$ cat src/rtl/imem_load_sequencer_pkg.sv
`default_nettype none
// ============================================================================
// Module : imem_load_sequencer_pkg
// Desc   : Shared state encoding, error codes and default widths.
// Rev    : 1.0
// ============================================================================
package imem_load_sequencer_pkg;

   localparam int DEF_ADDR_W = 8;
   localparam int DEF_DATA_W = 16;

   typedef enum logic [2:0] {
      ST_IDLE = 3'd0,
      ST_LOAD = 3'd1,
      ST_ARM  = 3'd2,
      ST_EXEC = 3'd3,
      ST_DONE = 3'd4,
      ST_ERR  = 3'd5
   } seq_state_t;

   localparam logic [1:0] ERR_NONE    = 2'd0;
   localparam logic [1:0] ERR_LEN     = 2'd1;
   localparam logic [1:0] ERR_EMPTY   = 2'd2;
   localparam logic [1:0] ERR_TIMEOUT = 2'd3;

endpackage
`default_nettype wire

$ cat src/rtl/imem_load_sequencer_exec_watchdog.sv
`default_nettype none
// ============================================================================
// Module : imem_load_sequencer_exec_watchdog
// Desc   : 16-bit execution cycle counter with terminal-count flag.
// Rev    : 1.0
// ============================================================================
module imem_load_sequencer_exec_watchdog #(
   parameter int TIMEOUT = 1000
) (
   input  logic        clk,
   input  logic        reset,
   input  logic        i_clr,
   input  logic        i_en,
   output logic [15:0] o_count,
   output logic        o_tc
);

   localparam logic [15:0] c_TERMINAL = 16'(TIMEOUT - 1);

   logic [15:0] r_count;

   always_ff @(posedge clk) begin
      if (reset || i_clr) begin
         r_count <= '0;
      end else if (i_en) begin
         r_count <= r_count + 16'd1;
      end
   end

   assign o_count = r_count;
   assign o_tc    = (r_count == c_TERMINAL);

endmodule
`default_nettype wire

$ cat src/rtl/imem_load_sequencer.sv
`default_nettype none
// ============================================================================
// Module : imem_load_sequencer
// Desc   : Streams a host program into instruction memory, then runs the core.
// Rev    : 1.0
// ============================================================================
module imem_load_sequencer
   import imem_load_sequencer_pkg::*;
#(
   parameter int ADDR_W  = DEF_ADDR_W,
   parameter int DATA_W  = DEF_DATA_W,
   parameter int DEPTH   = 2 ** ADDR_W,
   parameter int TIMEOUT = 1000
) (
   input  logic              clk,
   input  logic              reset,
   input  logic              load_start,
   input  logic [ADDR_W:0]   load_len,
   input  logic              host_valid,
   input  logic [DATA_W-1:0] host_data,
   output logic              host_ready,
   input  logic              exec_start,
   input  logic              core_done,
   output logic              mem_we,
   output logic [ADDR_W-1:0] mem_addr,
   output logic [DATA_W-1:0] mem_wdata,
   output logic              core_reset,
   output logic              core_run,
   output logic              busy,
   output logic              err,
   output logic [1:0]        err_code,
   output logic [ADDR_W:0]   loaded_count,
   output logic [15:0]       cycle_count
);

   localparam logic [ADDR_W:0] c_DEPTH = (ADDR_W + 1)'(DEPTH);
   localparam logic [ADDR_W:0] c_ONE   = (ADDR_W + 1)'(1);

   seq_state_t        r_state;
   seq_state_t        w_state_nxt;
   logic [ADDR_W:0]   r_len;
   logic [ADDR_W:0]   w_len_nxt;
   logic [ADDR_W-1:0] r_wr_ptr;
   logic [ADDR_W-1:0] w_wr_ptr_nxt;
   logic [ADDR_W:0]   r_loaded_count;
   logic [ADDR_W:0]   w_loaded_count_nxt;
   logic [1:0]        r_err_code;
   logic [1:0]        w_err_code_nxt;

   logic              w_beat;
   logic              w_last_beat;
   logic              w_len_bad;
   logic              w_wd_clr;
   logic              w_wd_en;
   logic              w_wd_tc;

   assign w_beat      = (r_state == ST_LOAD) && host_valid;
   assign w_last_beat = ({1'b0, r_wr_ptr} == (r_len - c_ONE));
   assign w_len_bad   = (load_len == '0) || (load_len > c_DEPTH);
   assign w_wd_en     = (r_state == ST_EXEC);

   imem_load_sequencer_exec_watchdog #(
      .TIMEOUT (TIMEOUT)
   ) u_watchdog (
      .clk     (clk),
      .reset   (reset),
      .i_clr   (w_wd_clr),
      .i_en    (w_wd_en),
      .o_count (cycle_count),
      .o_tc    (w_wd_tc)
   );

   always_ff @(posedge clk) begin
      if (reset) begin
         r_state        <= ST_IDLE;
         r_len          <= '0;
         r_wr_ptr       <= '0;
         r_loaded_count <= '0;
         r_err_code     <= ERR_NONE;
      end else begin
         r_state        <= w_state_nxt;
         r_len          <= w_len_nxt;
         r_wr_ptr       <= w_wr_ptr_nxt;
         r_loaded_count <= w_loaded_count_nxt;
         r_err_code     <= w_err_code_nxt;
      end
   end

   always_comb begin
      w_state_nxt        = r_state;
      w_len_nxt          = r_len;
      w_wr_ptr_nxt       = r_wr_ptr;
      w_loaded_count_nxt = r_loaded_count;
      w_err_code_nxt     = r_err_code;
      w_wd_clr           = 1'b0;

      case (r_state)
         ST_IDLE, ST_DONE, ST_ERR: begin
            // load_start takes priority over exec_start
            if (load_start) begin
               if (w_len_bad) begin
                  w_state_nxt    = ST_ERR;
                  w_err_code_nxt = ERR_LEN;
               end else begin
                  w_state_nxt        = ST_LOAD;
                  w_len_nxt          = load_len;
                  w_wr_ptr_nxt       = '0;
                  w_loaded_count_nxt = '0;
                  w_err_code_nxt     = ERR_NONE;
               end
            end else if (exec_start) begin
               if (r_loaded_count == '0) begin
                  w_state_nxt    = ST_ERR;
                  w_err_code_nxt = ERR_EMPTY;
               end else begin
                  w_state_nxt    = ST_ARM;
                  w_wd_clr       = 1'b1;
                  w_err_code_nxt = ERR_NONE;
               end
            end
         end

         ST_LOAD: begin
            if (w_beat) begin
               w_wr_ptr_nxt = r_wr_ptr + 1'b1;
               if (w_last_beat) begin
                  w_state_nxt        = ST_IDLE;
                  w_loaded_count_nxt = r_len;
               end
            end
         end

         ST_ARM: begin
            w_state_nxt = ST_EXEC;
         end

         ST_EXEC: begin
            if (core_done) begin
               w_state_nxt = ST_DONE;
            end else if (w_wd_tc) begin
               w_state_nxt    = ST_ERR;
               w_err_code_nxt = ERR_TIMEOUT;
            end
         end

         default: begin
            w_state_nxt = ST_IDLE;
         end
      endcase
   end

   assign mem_we    = w_beat;
   assign mem_addr  = w_beat ? r_wr_ptr  : '0;
   assign mem_wdata = w_beat ? host_data : '0;

   assign host_ready   = (r_state == ST_LOAD);
   assign core_run     = (r_state == ST_EXEC);
   // DONE keeps the core out of reset so its final state can be inspected
   assign core_reset   = !((r_state == ST_EXEC) || (r_state == ST_DONE));
   assign busy         = (r_state == ST_LOAD) || (r_state == ST_ARM) || (r_state == ST_EXEC);
   assign err          = (r_state == ST_ERR);
   assign err_code     = r_err_code;
   assign loaded_count = r_loaded_count;

endmodule
`default_nettype wire

$ cat config.mk
export PLATFORM = sky130hd
export DESIGN_NAME = imem_load_sequencer
export DESIGN_NICKNAME = d
export VERILOG_FILES = /design/src/rtl/imem_load_sequencer_pkg.sv /design/src/rtl/imem_load_sequencer_exec_watchdog.sv /design/src/rtl/imem_load_sequencer.sv
export SDC_FILE = /design/constraint.sdc
export NUM_CORES = 1
export LEC_CHECK = 0
export CAP_MARGIN = 20
export CORE_UTILIZATION = 42
export CTS_CLUSTER_SIZE = 28
export DETAILED_ROUTE_END_ITERATION = 8
export PLACE_DENSITY = 0.77
export RECOVER_POWER = 50
export SLEW_MARGIN = 20
export SYNTH_ARGS = -nofsm -noshare
export SYNTH_HDL_FRONTEND = slang
export SYNTH_SLANG_ARGS = --single-unit
export TNS_END_PERCENT = 5
$ cat constraint.sdc
create_clock -name clk -period 2.2 [get_ports clk]
set_input_delay 0.22 -clock clk [delete_from_list [all_inputs] [get_ports clk]]
set_output_delay 0.22 -clock clk [all_outputs]
set_load 0.02 [all_outputs]
; Yosys cells after proc, flatten, opt, wreduce, memory -nomap -nowiden
; Cells that the tools add are included.
; W data, S select, Z words.
[word_totals]
register_bits = 47
input_bits = 31
elab_cells = 75
[op_classes]
addsub = 3
magnitude_cmp = 1
n_eq_ne = 15
mux = 31
bitwise_logic = 1
n_reduce_logical = 18
[ops]
columns = operator, count
row1 = $mux W9, 4
row2 = $mux W8, 4
row3 = $mux W3, 8
row4 = $logic_not A9 Y1, 2
row5 = $pmux W9 S2, 1
row6 = $add A16 B1 Y16 const B, 1
row7 = $eq A16 B10 Y1 const B, 1
row8 = $mux W16, 1
row9 = $pmux W8 S2, 1
row10 = $pmux W3 S4, 1
row11 = $reduce_and A4 Y1, 3
row12 = $mux W2, 5
row13 = $eq A8 B9 Y1, 1
row14 = $gt A9 B9 Y1 const B, 1
row15 = $sub A9 B1 Y9 const B, 1
row16 = $add A8 B1 Y8 const B, 1
row17 = $eq A3 B2 Y1 const B, 2
row18 = $eq A3 B3 Y1 const B, 2
row19 = $ne A2 B1 Y1 const B, 3
row20 = $ne A2 B2 Y1 const B, 3
row21 = $logic_or A1 B1 Y1, 5
row22 = $mux W1, 5
row23 = $reduce_and A5 Y1, 1
row24 = $pmux W2 S2, 1
row25 = 10 further kinds, 11

; Logic depth before layout (Yosys ltp)
[depth]
word_depth = 6
ltp_mapped = 10
depth_no_buf = 9

; By module
; A second synthesis with hierarchy kept.
[unflattened]
hier_cells = 344
hier_area_um2 = 2932.8
[by_module_without_submodules]
columns = module, n_inst, cells_per_inst, area_each_um2, seq_area_each_um2
row1 = imem_load_sequencer, 1, 254, 2117.0, 620.6
row2 = imem_load_sequencer_exec_watchdog, 1, 90, 815.8, 320.3

; Worst setup path before layout
; Ideal clock, no wire load.
[synth_path]
path_type = register to register
start = reg r_len[0]
end = reg r_loaded_count[0] (netlist: loaded_count[0])
setup_ns = 0.072
t_arrival_ns = 2.093
required_ns = 2.128
slack_ns = 0.035
path_stages_with_launch = 10
n_path_buf = 1
synth_period_minus_slack_ns = 2.165
cell_sequence = dfxtp_1 inv_1 ha_1 nand2b_1 or4b_1 a2111oi_4 nand3_2 a21oi_2 buf_6 mux2i_1
[synth_between]
elab_chain_len = 4
elab_cells_between_ends = 7
cone_classes = 1 x add/sub / 2 x eq/ne / 3 x mux / 1 x reduce/logical
[synth_lines]
columns = item, line_no
row1 = "start, declared", imem_load_sequencer.sv:41  ; logic [ADDR_W:0] r_len;
row2 = "start signal, assigned", imem_load_sequencer.sv:82  ; r_len <= w_len_nxt;
row3 = $sub A9 B1 Y9, imem_load_sequencer.sv:58  ; assign w_last_beat = ({1'b0, r_wr_ptr} == (r_len - c_ONE));
row4 = $eq A8 B9 Y1, imem_load_sequencer.sv:58
row5 = $ne A2 B1 Y1 (no line), n/a
row6 = $reduce_and A5 Y1 (no line), n/a
row7 = "end signal, assigned", imem_load_sequencer.sv:84  ; r_loaded_count <= w_loaded_count_nxt;
row8 = "end, declared", imem_load_sequencer.sv:45  ; logic [ADDR_W:0] r_loaded_count;
; Parallel ways exist; a longest one is shown, timed or not. The select of a mux whose other input is x is not followed.
; A chain may end at the register's enable or synchronous reset.

; Final worst setup path
[layout_path]
start = reg r_len[0]
end = reg r_loaded_count[2] (netlist: loaded_count[2])
[layout_between]
elab_chain_len = 4
[layout_lines]
columns = item, line_no
row1 = $sub A9 B1 Y9, imem_load_sequencer.sv:58
row2 = $eq A8 B9 Y1, imem_load_sequencer.sv:58
row3 = $ne A2 B1 Y1 (no line), n/a
row4 = $reduce_and A5 Y1 (no line), n/a
; No other way between the ends.

==> run summary <==
clock transition at the register clock pins on the worst setup and hold paths after CTS: 0.09 ns
warning count from the yosys run: 0
power share of the combinational group: 23.0%
RSZ-0062 raised after global routing: true
Diodes inserted: 0
share of the synthesized area in the top cell type: 35.6%
crit path capture type: register
max-capacitance violation count: 0
share of the synthesized netlist area taken by xor and xnor gates: 7.94%
Slew headroom: 62.1%
total nets after synthesis: 359
number of global-route vias before repair: 2491
area leader, netlist: sky130_fd_sc_hd__dfxtp_1
leading post-synthesis cells by instance count: sky130_fd_sc_hd__nor2_1, sky130_fd_sc_hd__dfxtp_1, sky130_fd_sc_hd__and3_1, sky130_fd_sc_hd__nand2_1, sky130_fd_sc_hd__mux2i_1
power after layout: 0.00213 W
depth of the CTS H-tree: 2
Clock Latency Late Sink: 0.30 ns
count of input and output buffers: 87
maximum number of pins on one net before global-route repair: 28
Async S/R FF share, synth: 0%
Setup CP Type: reg2reg
flip-flop and latch count after synthesis: 47
area of the die: 6620 um2
portion of total power attributed to sequential cells: 42.1%
Post-synth EDFFs: 0
Leak: 1.79 nW
multiplexer share of the synthesized area: 6.81%
min cycle time layout: 2.36 ns
post-synthesis cell type count: 55
effective utilization at floorplan: 44.2%
syn_area_per_cell: 8.14 um2
worst setup slack after placement: -0.128 ns
wire length of the first global-routing pass: 11.7 mm
Post-route DRC: 0
maximum count of clock buffers along a single path: 2
prevailing post-synth register cell: sky130_fd_sc_hd__dfxtp_1
fraction of the cycle the final worst path needs: 107%
arrival time at the worst endpoint: 2.61 ns
area grow syn2layout: 50.7%
fraction of layout instances using a drive strength above 1: 14.9%
Routability Congestion: 0.850
Int Power: 0.00158 W
Critical Path, Cell by Cell: inv_2 -> ha_4 -> nand2b_4 -> buf_6 -> o211ai_1 -> o211ai_1 -> a2111oi_4 -> nand3_2 -> a21oi_4 -> clkbuf_16 -> mux2i_1
HPWL Detailed: 5.26 mm
maximum vdd drop: 0.419 mV
switching part of the total: 26.2%
Final Setup Violations: 10
Fmax achieved: 423 MHz
total via count after detailed routing: 2751
total core area: 5990 um2
Net Sw Power: 0.000559 W
Std-Cell Rows: 28
type of the most critical hold path: reg2reg
clock tree from TritonCTS: done
fin util: 66.6%
Critical-path top delay cell: sky130_fd_sc_hd__a2111oi_4
remaining global-route overflow: 0
violated checks: negative setup slack
kind of start point of the critical path: register
worst setup slack after layout: -0.164 ns
vias per cell: 5.31
fraction of the yosys area taken by sequential cells: 35.6%
antenna violations before repair: 0
Compound-Gate Fraction of Synth Area: 11.3%
final net count: 476
Least-Margin Pin Slew: 0.568 ns
worst clock skew: 0.00953 ns
number of DRC markers after the initial detailed-route iteration: 138
largest stage delay on the critical path: 0.45 ns
io pins: 88
vertical die dimension: 81.4 um
max-slew violation total from the final report: 0
critical path fanouts, max: 4
number of antenna-violating nets in the routed design: 0
P per Cell Area: 535 nW/um2
overall die width: 81.4 um
largest family of logic cells by synthesized area: simple AND/OR/NAND/NOR gates
CP required: 2.44 ns
fraction of the mapped netlist area in adder cells: 1.42%
leading cell type by number of instances after synthesis: sky130_fd_sc_hd__nor2_1
Post-Synthesis Cells: 325
run status: finished with violations
Worst path most repeated cell: sky130_fd_sc_hd__o211ai_1
part of the power in the clock network: 34.9%
Global Route Usage Sum: 22.9%
share of synthesized cell area in and, or, nand and nor gates: 32.7%
number of hold violations in the final report: 0
leading cell types by total area after synthesis: sky130_fd_sc_hd__dfxtp_1, sky130_fd_sc_hd__nor2_1, sky130_fd_sc_hd__mux2i_1
cell area after technology mapping: 2650 um2
total detailed-routing wirelength: 7.45 mm
routed wire length per instance: 14.4 um
clock root buffer master: sky130_fd_sc_hd__clkbuf_8
TritonCTS Sinks: 47
cts bufs inserted: 5
length of the first detailed-routing pass in iterations: 4
routing by layer:
metal,vias to the layer above,global-route usage (%),routed length [um]
li1,1371,-,-
met1,1274,28.8,3340
met2,99,38.4,3450
met3,7,5.17,581
met4,0,7.68,80
met5,-,0,0
metrics by stage:
stage	area [um2]	hold WS, ns	setup TNS (ns)	std cells
after global placement	3770	0.449	-0.366	501
final	3990	0.476	-1.42	518
after detailed placement	3770	0.461	-1.17	501
after floorplan	2650	0.359	0	325
after global routing	3990	0.499	-2.91	518
after CTS	3990	0.480	-1.12	515
power groups by stage:
stage / Combinational, W / Sequential (W) / Clock, W
after floorplan: 0.000257 / 0.000909 / 0
after global placement: 0.000453 / 0.000914 / 0
after detailed placement: 0.000459 / 0.000915 / 0
after CTS: 0.000488 / 0.000897 / 0.000757
after global routing: 0.000527 / 0.000902 / 0.000791
final: 0.000490 / 0.000899 / 0.000746
layout make-up:
class / count / area, um2
multi-input combinational: 254 / 1640
inverter: 6 / 22.5
fill: 494 / 2000
sequential: 47 / 946
clock inverter: 2 / 60.1
tap: 75 / 93.8
clock buffer: 6 / 72.6
timing repair buffer: 128 / 1160
logic make-up (layout without fill, tap and decap cells):
logic type	after synthesis	count (layout)
fa+ha+maj	3	3
xor+xnor	24	24
buf+inv	24	142
mux	18	18
simple gates	168	168
flops	47	47
compound gates	41	41
placed cells by master (no fill, tap or decap), types with 6 or more instances in the layout:
cell / instances
sky130_fd_sc_hd__clkbuf_1: 6
sky130_fd_sc_hd__xor2_1: 16
sky130_fd_sc_hd__xnor2_1: 8
sky130_fd_sc_hd__mux2i_1: 18
sky130_fd_sc_hd__nand3_1: 8
sky130_fd_sc_hd__and3_1: 26
sky130_fd_sc_hd__dlygate4sd3_1: 29
sky130_fd_sc_hd__nor2_1: 54
sky130_fd_sc_hd__buf_4: 37
sky130_fd_sc_hd__nand2_1: 26
sky130_fd_sc_hd__a21oi_1: 11
sky130_fd_sc_hd__dlygate4sd2_1: 22
sky130_fd_sc_hd__nor3_1: 6
sky130_fd_sc_hd__dfxtp_1: 43
sky130_fd_sc_hd__clkdlybuf4s50_1: 31
sky130_fd_sc_hd__or3_1: 6
sky130_fd_sc_hd__nand2b_1: 11
registers in the layout (all words and copies together) (netlist names):
signal	flops
r_len	9
r_state	3
err_code	2
u_watchdog.o_count	16
loaded_count	9
r_wr_ptr	8
worst max-delay path, delay by kind of cell (launching register included):
family                   cells  cell delay [ns]
AO/OA/AOI/OAI                4             1.05
flip-flops                   1             0.35
multiplexers                 1             0.16
AND/OR/NAND/NOR              2             0.22
adder cells (fa/ha/maj)      1             0.15
buffers and inverters        3             0.38
path summary, 6_finish.rpt:
check	end	start	cells past startpoint	slack, ns
setup / recovery	loaded_count[2]	r_len[0]	11	-0.16
hold / removal	err_code[0]	err_code[0]	2	0.48
setup reg to reg	loaded_count[2]	r_len[0]	11	-0.16
hold reg to reg	err_code[0]	err_code[0]	2	0.48
repair_timing:
| action | in CTS | in global routing |
|---|---|---|
| gates resized for setup | 35 | 10 |
| hold endpoints to repair | 0 | 0 |
| pin swaps | 5 | 7 |
| buffers inserted | 5 | 3 |
| endpoints found under the setup margin | 36 | 16 |
| hold buffers | 0 | 0 |
| gates cloned | 1 | 0 |
Power figures use the tool's default switching activity.
